--- src/rtl/riscv_mem_arbiter.sv ---
// riscv_mem_arbiter: round-robin IF/D arbiter for one shared RAM with read-response routing
module riscv_mem_arbiter #(
    parameter int AW      = 32,
    parameter int DW      = 32,
    parameter int RAM_LAT = 1
) (
    input  logic          clk,
    input  logic          x_reset,
    input  logic          if_req,
    input  logic [AW-1:0] if_addr,
    output logic          if_gnt,
    output logic          if_rvalid,
    output logic [DW-1:0] if_rdata,
    input  logic          d_req,
    input  logic          d_we,
    input  logic [AW-1:0] d_addr,
    input  logic [DW-1:0] d_wdata,
    input  logic [3:0]    d_be,
    output logic          d_gnt,
    output logic          d_rvalid,
    output logic [DW-1:0] d_rdata,
    output logic          ram_en,
    output logic          ram_we,
    output logic [AW-1:0] ram_addr,
    output logic [DW-1:0] ram_wdata,
    output logic [3:0]    ram_be,
    input  logic [DW-1:0] ram_rdata,
    output logic          busy
);
    logic               fav_if;
    logic [RAM_LAT-1:0] pv;
    logic [RAM_LAT-1:0] po;
    logic [DW-1:0]      if_rdata_q;
    logic [DW-1:0]      d_rdata_q;
    logic               push_rd;
    // grant: a lone requester wins, contention goes to the favoured side
    always_comb begin
        d_gnt   = d_req && (!if_req || !fav_if);
        if_gnt  = if_req && !d_gnt;
        push_rd = if_gnt || (d_gnt && !d_we);
    end
    // RAM command is driven only in a grant cycle, otherwise all zero
    always_comb begin
        ram_en    = if_gnt || d_gnt;
        ram_we    = d_gnt && d_we;
        ram_addr  = d_gnt ? d_addr : if_gnt ? if_addr : '0;
        ram_wdata = d_gnt ? d_wdata : '0;
        ram_be    = d_gnt ? d_be : if_gnt ? 4'hf : 4'h0;
    end
    // priority pointer and in-flight pipe of {valid, owner}; owner 1 = D
    always_ff @(posedge clk or negedge x_reset) begin
        if (!x_reset) begin
            fav_if <= 1'b0;
            pv     <= '0;
            po     <= '0;
        end else begin
            if (if_gnt || d_gnt) fav_if <= d_gnt;
            pv[0] <= push_rd;
            po[0] <= d_gnt;
            for (int i = 1; i < RAM_LAT; i++) begin
                pv[i] <= pv[i-1];
                po[i] <= po[i-1];
            end
        end
    end
    // retiring entry steers the response; rdata holds its last value between pulses
    always_comb begin
        if_rvalid = pv[RAM_LAT-1] && !po[RAM_LAT-1];
        d_rvalid  = pv[RAM_LAT-1] && po[RAM_LAT-1];
        if_rdata  = if_rvalid ? ram_rdata : if_rdata_q;
        d_rdata   = d_rvalid ? ram_rdata : d_rdata_q;
        busy      = |pv;
    end
    // capture returned read data per owner
    always_ff @(posedge clk or negedge x_reset) begin
        if (!x_reset) begin
            if_rdata_q <= '0;
            d_rdata_q  <= '0;
        end else begin
            if (if_rvalid) if_rdata_q <= ram_rdata;
            if (d_rvalid) d_rdata_q <= ram_rdata;
        end
    end
endmodule

--- config.mk ---
export PLATFORM = sky130hd
export DESIGN_NAME = riscv_mem_arbiter
export DESIGN_NICKNAME = d
export VERILOG_FILES = /design/src/rtl/riscv_mem_arbiter.sv
export SDC_FILE = /design/constraint.sdc
export NUM_CORES = 1
export LEC_CHECK = 0
export ABC_AREA = 1
export CAP_MARGIN = 5
export CORE_MARGIN = 1.5
export CORE_UTILIZATION = 30
export DETAILED_ROUTE_END_ITERATION = 10
export GPL_ROUTABILITY_DRIVEN = 0
export GPL_TIMING_DRIVEN = 0
export PLACE_DENSITY = 0.89
export SLEW_MARGIN = 20
export SYNTH_ARGS = -nofsm -noshare
export SYNTH_HDL_FRONTEND = slang
export SYNTH_SLANG_ARGS = --single-unit
--- constraint.sdc ---
create_clock -name clk -period 1.1 [get_ports clk]
set_clock_uncertainty 0.15 [all_clocks]
set_input_delay 0.165 -clock clk [delete_from_list [all_inputs] [get_ports clk]]
set_output_delay 0.165 -clock clk [all_outputs]
set_load 0.01 [all_outputs]
Word level (Yosys, flattened, before mapping) --
Index checks and enable logic that the tools add are counted.
Word-level totals: flip-flop bits (word level) 67, latch bits 0, RAM bits 0, bits in read-only memories 0, input port bits 137, output and inout bits 139, word-level logic and storage cells 26, memories 0
Cells by class: $add $sub $neg 0, $mul 0, divide/modulo/power cells 0, order comparisons 0, equal/unequal tests 0, shifts and indexed selects 0, muxes and demuxes 7, bitwise operators 0, reduce and logical (&&, ||, !) cells 14
Operator list (number):
- 32-bit two-way mux | 5
- 4-bit two-way mux | 2
- 1-bit logical AND | 6
- 1-bit zero test | 5
- 1-bit logical OR | 3

Logic depth before layout (Yosys ltp) --
word-level depth 7, mapped depth 7, depth with buffers taken out 5

Worst setup path after synthesis --
Ideal clock, no wire load.
kind flip-flop to output port, from register pv (netlist: busy), to output port d_rdata[10], arrival 1.112 ns, required time 0.785 ns, slack -0.327 ns, stages on the path, launching flop included 5, buffers on the path 2, path through dfrtp_1 -> nand2_1 -> buf_2 -> clkbuf_1 -> o21ai_0
Between the ends: longest elaborated chain between the ends 2
RTL lines:
- start, declared | RTL line 31 | logic [RAM_LAT-1:0] pv;
- start signal, assigned by index | RTL line 61 | pv[i] <= pv[i-1];
- 1-bit logical AND | RTL line 69 | d_rvalid = pv[RAM_LAT-1] && po[RAM_LAT-1];
- 32-bit two-way mux
- end, declared | RTL line 21 | output logic [DW-1:0] d_rdata,
No other way between the ends.

Final worst setup path --
from register pv (netlist: busy), to output port if_rdata[20]
Between the ends: longest elaborated chain between the ends 2
RTL lines:
- 1-bit logical AND | RTL line 68 | if_rvalid = pv[RAM_LAT-1] && !po[RAM_LAT-1];
- 32-bit two-way mux
- end, declared | RTL line 13 | output logic [DW-1:0] if_rdata,
No other way between the ends.

==> results.sh <==
export IMPL_swShare=0.367
export IMPL_regArea_um2=1680
export IMPL_num_fill_cells=477
export IMPL_core_um2=10800
export IMPL_vias=4724
export IMPL_fin_nets=917
export IMPL_drive_gt1_frac=0.611
export IMPL_synthDistinctLibCells=16
export IMPL_rr_startpoint="po"
export IMPL_hold_viol_final=1
export IMPL_initial_utilization=0.308
export IMPL_syn_nets=580
export IMPL_routedWlPerCell_um=21.9
export IMPL_dr_pass1_iters=4
export IMPL_clock_latency_ns=0.35
export IMPL_min_delay_start="if_req"
export IMPL_syn_area_per_cell_um2=7.54
export IMPL_finalSetupViolations=206
export IMPL_hpwl_um=11600
export IMPL_worst_pin_slew_ns=0.732
export IMPL_insertedDiodeCount=0
export IMPL_syn_area_um2=3340
export IMPL_final_setup_worst_slack_ns=-0.833
export IMPL_leakage_nw=4.24
export IMPL_grt_pass1_wl_um=25700
export IMPL_synth_top_cell_by_area="dfrtp_1"
export IMPL_htree_levels=3
export IMPL_area_growth_pct=175
export IMPL_finalMaxSlewViolations=0
export IMPL_io_buffers=273
export IMPL_min_path_type="primary input to flop"
export IMPL_cap_violations=0
export IMPL_grt_antenna_before_repair=0
export IMPL_endpoint_kind="output port"
export IMPL_dieArea_um2=11800
export IMPL_ys_seq_elements=67
export IMPL_p_clk_frac=0.192
export IMPL_root_buffer="clkbuf_8"
export IMPL_crit_type="flop to output port"
export IMPL_fin_crit_sh=1.76
export IMPL_utilization=0.846
export IMPL_violations="hold timing, setup timing"
export IMPL_die_h_um=109
export IMPL_cts_tree="done"
export IMPL_synthCells=443
export IMPL_min_period_ns=1.93
export IMPL_viasPerCell=5.11
export IMPL_synth_top_area_share=0.502
export IMPL_critPathLaunch="busy"
export IMPL_reg2reg_slack_ns=-0.41
export IMPL_yosys_warnings=0
export IMPL_r2r_end="if_rdata_q[20]"
export IMPL_power_frac_seq=0.281
export IMPL_synth_area_leaders="dfrtp_1, nand2_1, o21ai_0"
export IMPL_grt_max_degree=59
export IMPL_clock_sinks=67
export IMPL_holdWs_ns=-0.00426
export IMPL_power_density_nw_per_um2=1300
export IMPL_rsz0062_at_grt="true"
export IMPL_drtAntennaViolNets=0
export IMPL_grt_pass1_vias=4806
export IMPL_wl_um=20200
export IMPL_r2r_cells=8
export IMPL_p_int_mw=7.57
export IMPL_whs_endpoint="busy"
export IMPL_cts_inserted_buffers=9
export IMPL_status="complete, but fails checks"
export IMPL_yosysSeqAreaShare=0.502
export IMPL_switchingPower_mw=4.39
export IMPL_drc=0
export IMPL_max_freq_ghz=0.517
export IMPL_combinationalPowerShare=0.527
export IMPL_clkTransAtPathRegs_ns=0.07
export IMPL_grt_usage=0.289
export IMPL_die_w_um=109
export IMPL_worstPathArrival_ns=1.62
export IMPL_relSlewSlack=0.512
export IMPL_setup_tns_ns=-108.29
export IMPL_startpoint_type="flop"
export IMPL_rows=38
export IMPL_min_path_cells=3
export IMPL_cts_buffer_depth=2
export IMPL_multi_input_area_um2=2780
export IMPL_cp_required_ns=0.78
export IMPL_drtIter0Drc=281
export IMPL_crit_fanout=9
export IMPL_overflow=0
export IMPL_peakVddDrop_mv=1.23
export IMPL_ios=276
-- cells in the mapped netlist --
cell type	instances
nor2_1	25
dfrtp_1	67
nand2_1	107
nand2_2	1
inv_2	1
o21a_1	1
clkbuf_1	10
nor2_2	8
o21ai_0	65
buf_4	2
inv_1	70
nand2_4	2
buf_2	15
buf_1	2
nand3_1	64
buf_6	3
-- cell families (layout without fill, tap and decap cells) --
kind of cell | count (synthesis) | after routing | share of synthesized area
AO/OA/AOI/OAI | 66 | 66 | 0.0997
AND/OR/NAND/NOR | 207 | 207 | 0.268
flip-flops | 67 | 67 | 0.502
buffers and inverters | 103 | 445 | 0.130
-- repair_timing --
action,in CTS,in global routing
endpoints found under the setup margin,205,206
pin swaps,23,28
setup buffers,28,13
cloned,11,2
hold buffers,2,0
endpoints found under the hold margin,69,0
resized for setup,781,132
-- layout by cell type (no fill, tap or decap), types with 2 or more instances in the layout --
master	count
buf_12	16
buf_16	6
buf_2	18
buf_4	13
buf_6	150
buf_8	6
bufinv_16	2
clkbuf_1	5
clkbuf_16	8
clkbuf_8	11
clkdlybuf4s50_1	133
clkinv_2	2
dfrtp_1	67
dlygate4sd3_1	2
inv_1	68
nand2_1	11
nand2_2	76
nand2_4	21
nand2_8	2
nand3_1	18
nand3_2	30
nand3_4	16
nor2_4	33
o21ai_2	16
o21ai_4	49
-- stage by stage --
step / power [mW] / cells / setup slack, ns / area, µm²
after floorplan: 5.60 / 443 / -0.188 / 4490
after global placement: 7.92 / 856 / -2.44 / 7400
after detailed placement: 8.08 / 857 / -0.833 / 7420
after CTS: 11.1 / 914 / -0.832 / 8650
after global routing: 12.4 / 925 / -0.910 / 9170
final: 12.0 / 925 / -0.833 / 9170
-- sequential cells by signal, summed over array words and instances (netlist names) --
register	count
d_rdata_q	32
po	1
busy	1
fav_if	1
if_rdata_q	32
-- power by group through the flow --
stage | clock, mW | combinational [mW] | sequential (mW)
global route | 2.43 | 6.56 | 3.39
finish | 2.30 | 6.30 | 3.36
floorplan | 0 | 2.43 | 3.17
detailed placement | 0 | 4.85 | 3.23
CTS | 2.25 | 5.55 | 3.26
global placement | 0 | 4.73 | 3.19
-- worst max-delay path, stage by stage (launching register included) --
cell and delay, ns:
dfrtp_1 0.43, nand2_2 0.12, buf_12 0.18, buf_12 0.16, buf_12 0.12, nand2_4 0.06, o21ai_4 0.07, buf_6 0.12
-- per-layer routing --
| metal | share of wire | routed length, µm | GRT usage | vias to the layer above |
|---|---|---|---|---|
| met5 | 0 | 0 | 0 | - |
| met4 | 0.058 | 1170 | 0.161 | 0 |
| met3 | 0.076 | 1540 | 0.0814 | 80 |
| met2 | 0.53 | 10700 | 0.529 | 271 |
| met1 | 0.34 | 6820 | 0.293 | 2320 |
| li1 | - | - | - | 2053 |
-- final cells by class --
class                           count  share of cell area
Multi-Input combinational cell    273               0.303
Tap cell                          140              0.0191
Timing Repair Buffer              328               0.389
Clock inverter                      5             0.00846
Sequential cell                    67               0.183
Inverter                           71              0.0307
Clock buffer                       11              0.0143
Buffer                             30              0.0525
-- worst max path at each step --
stage / end / slack (ns) / depth (start not counted)
after global routing: if_rdata[20] / -0.91 / 8
after floorplan: ram_wdata[22] / -0.19 / 5
final: if_rdata[20] / -0.83 / 7
after detailed placement: d_rdata[9] / -0.83 / 6
after CTS: d_rdata[8] / -0.83 / 6
after global placement: d_rdata_q[2] / -2.44 / 1
Power figures use the tool's default switching activity.
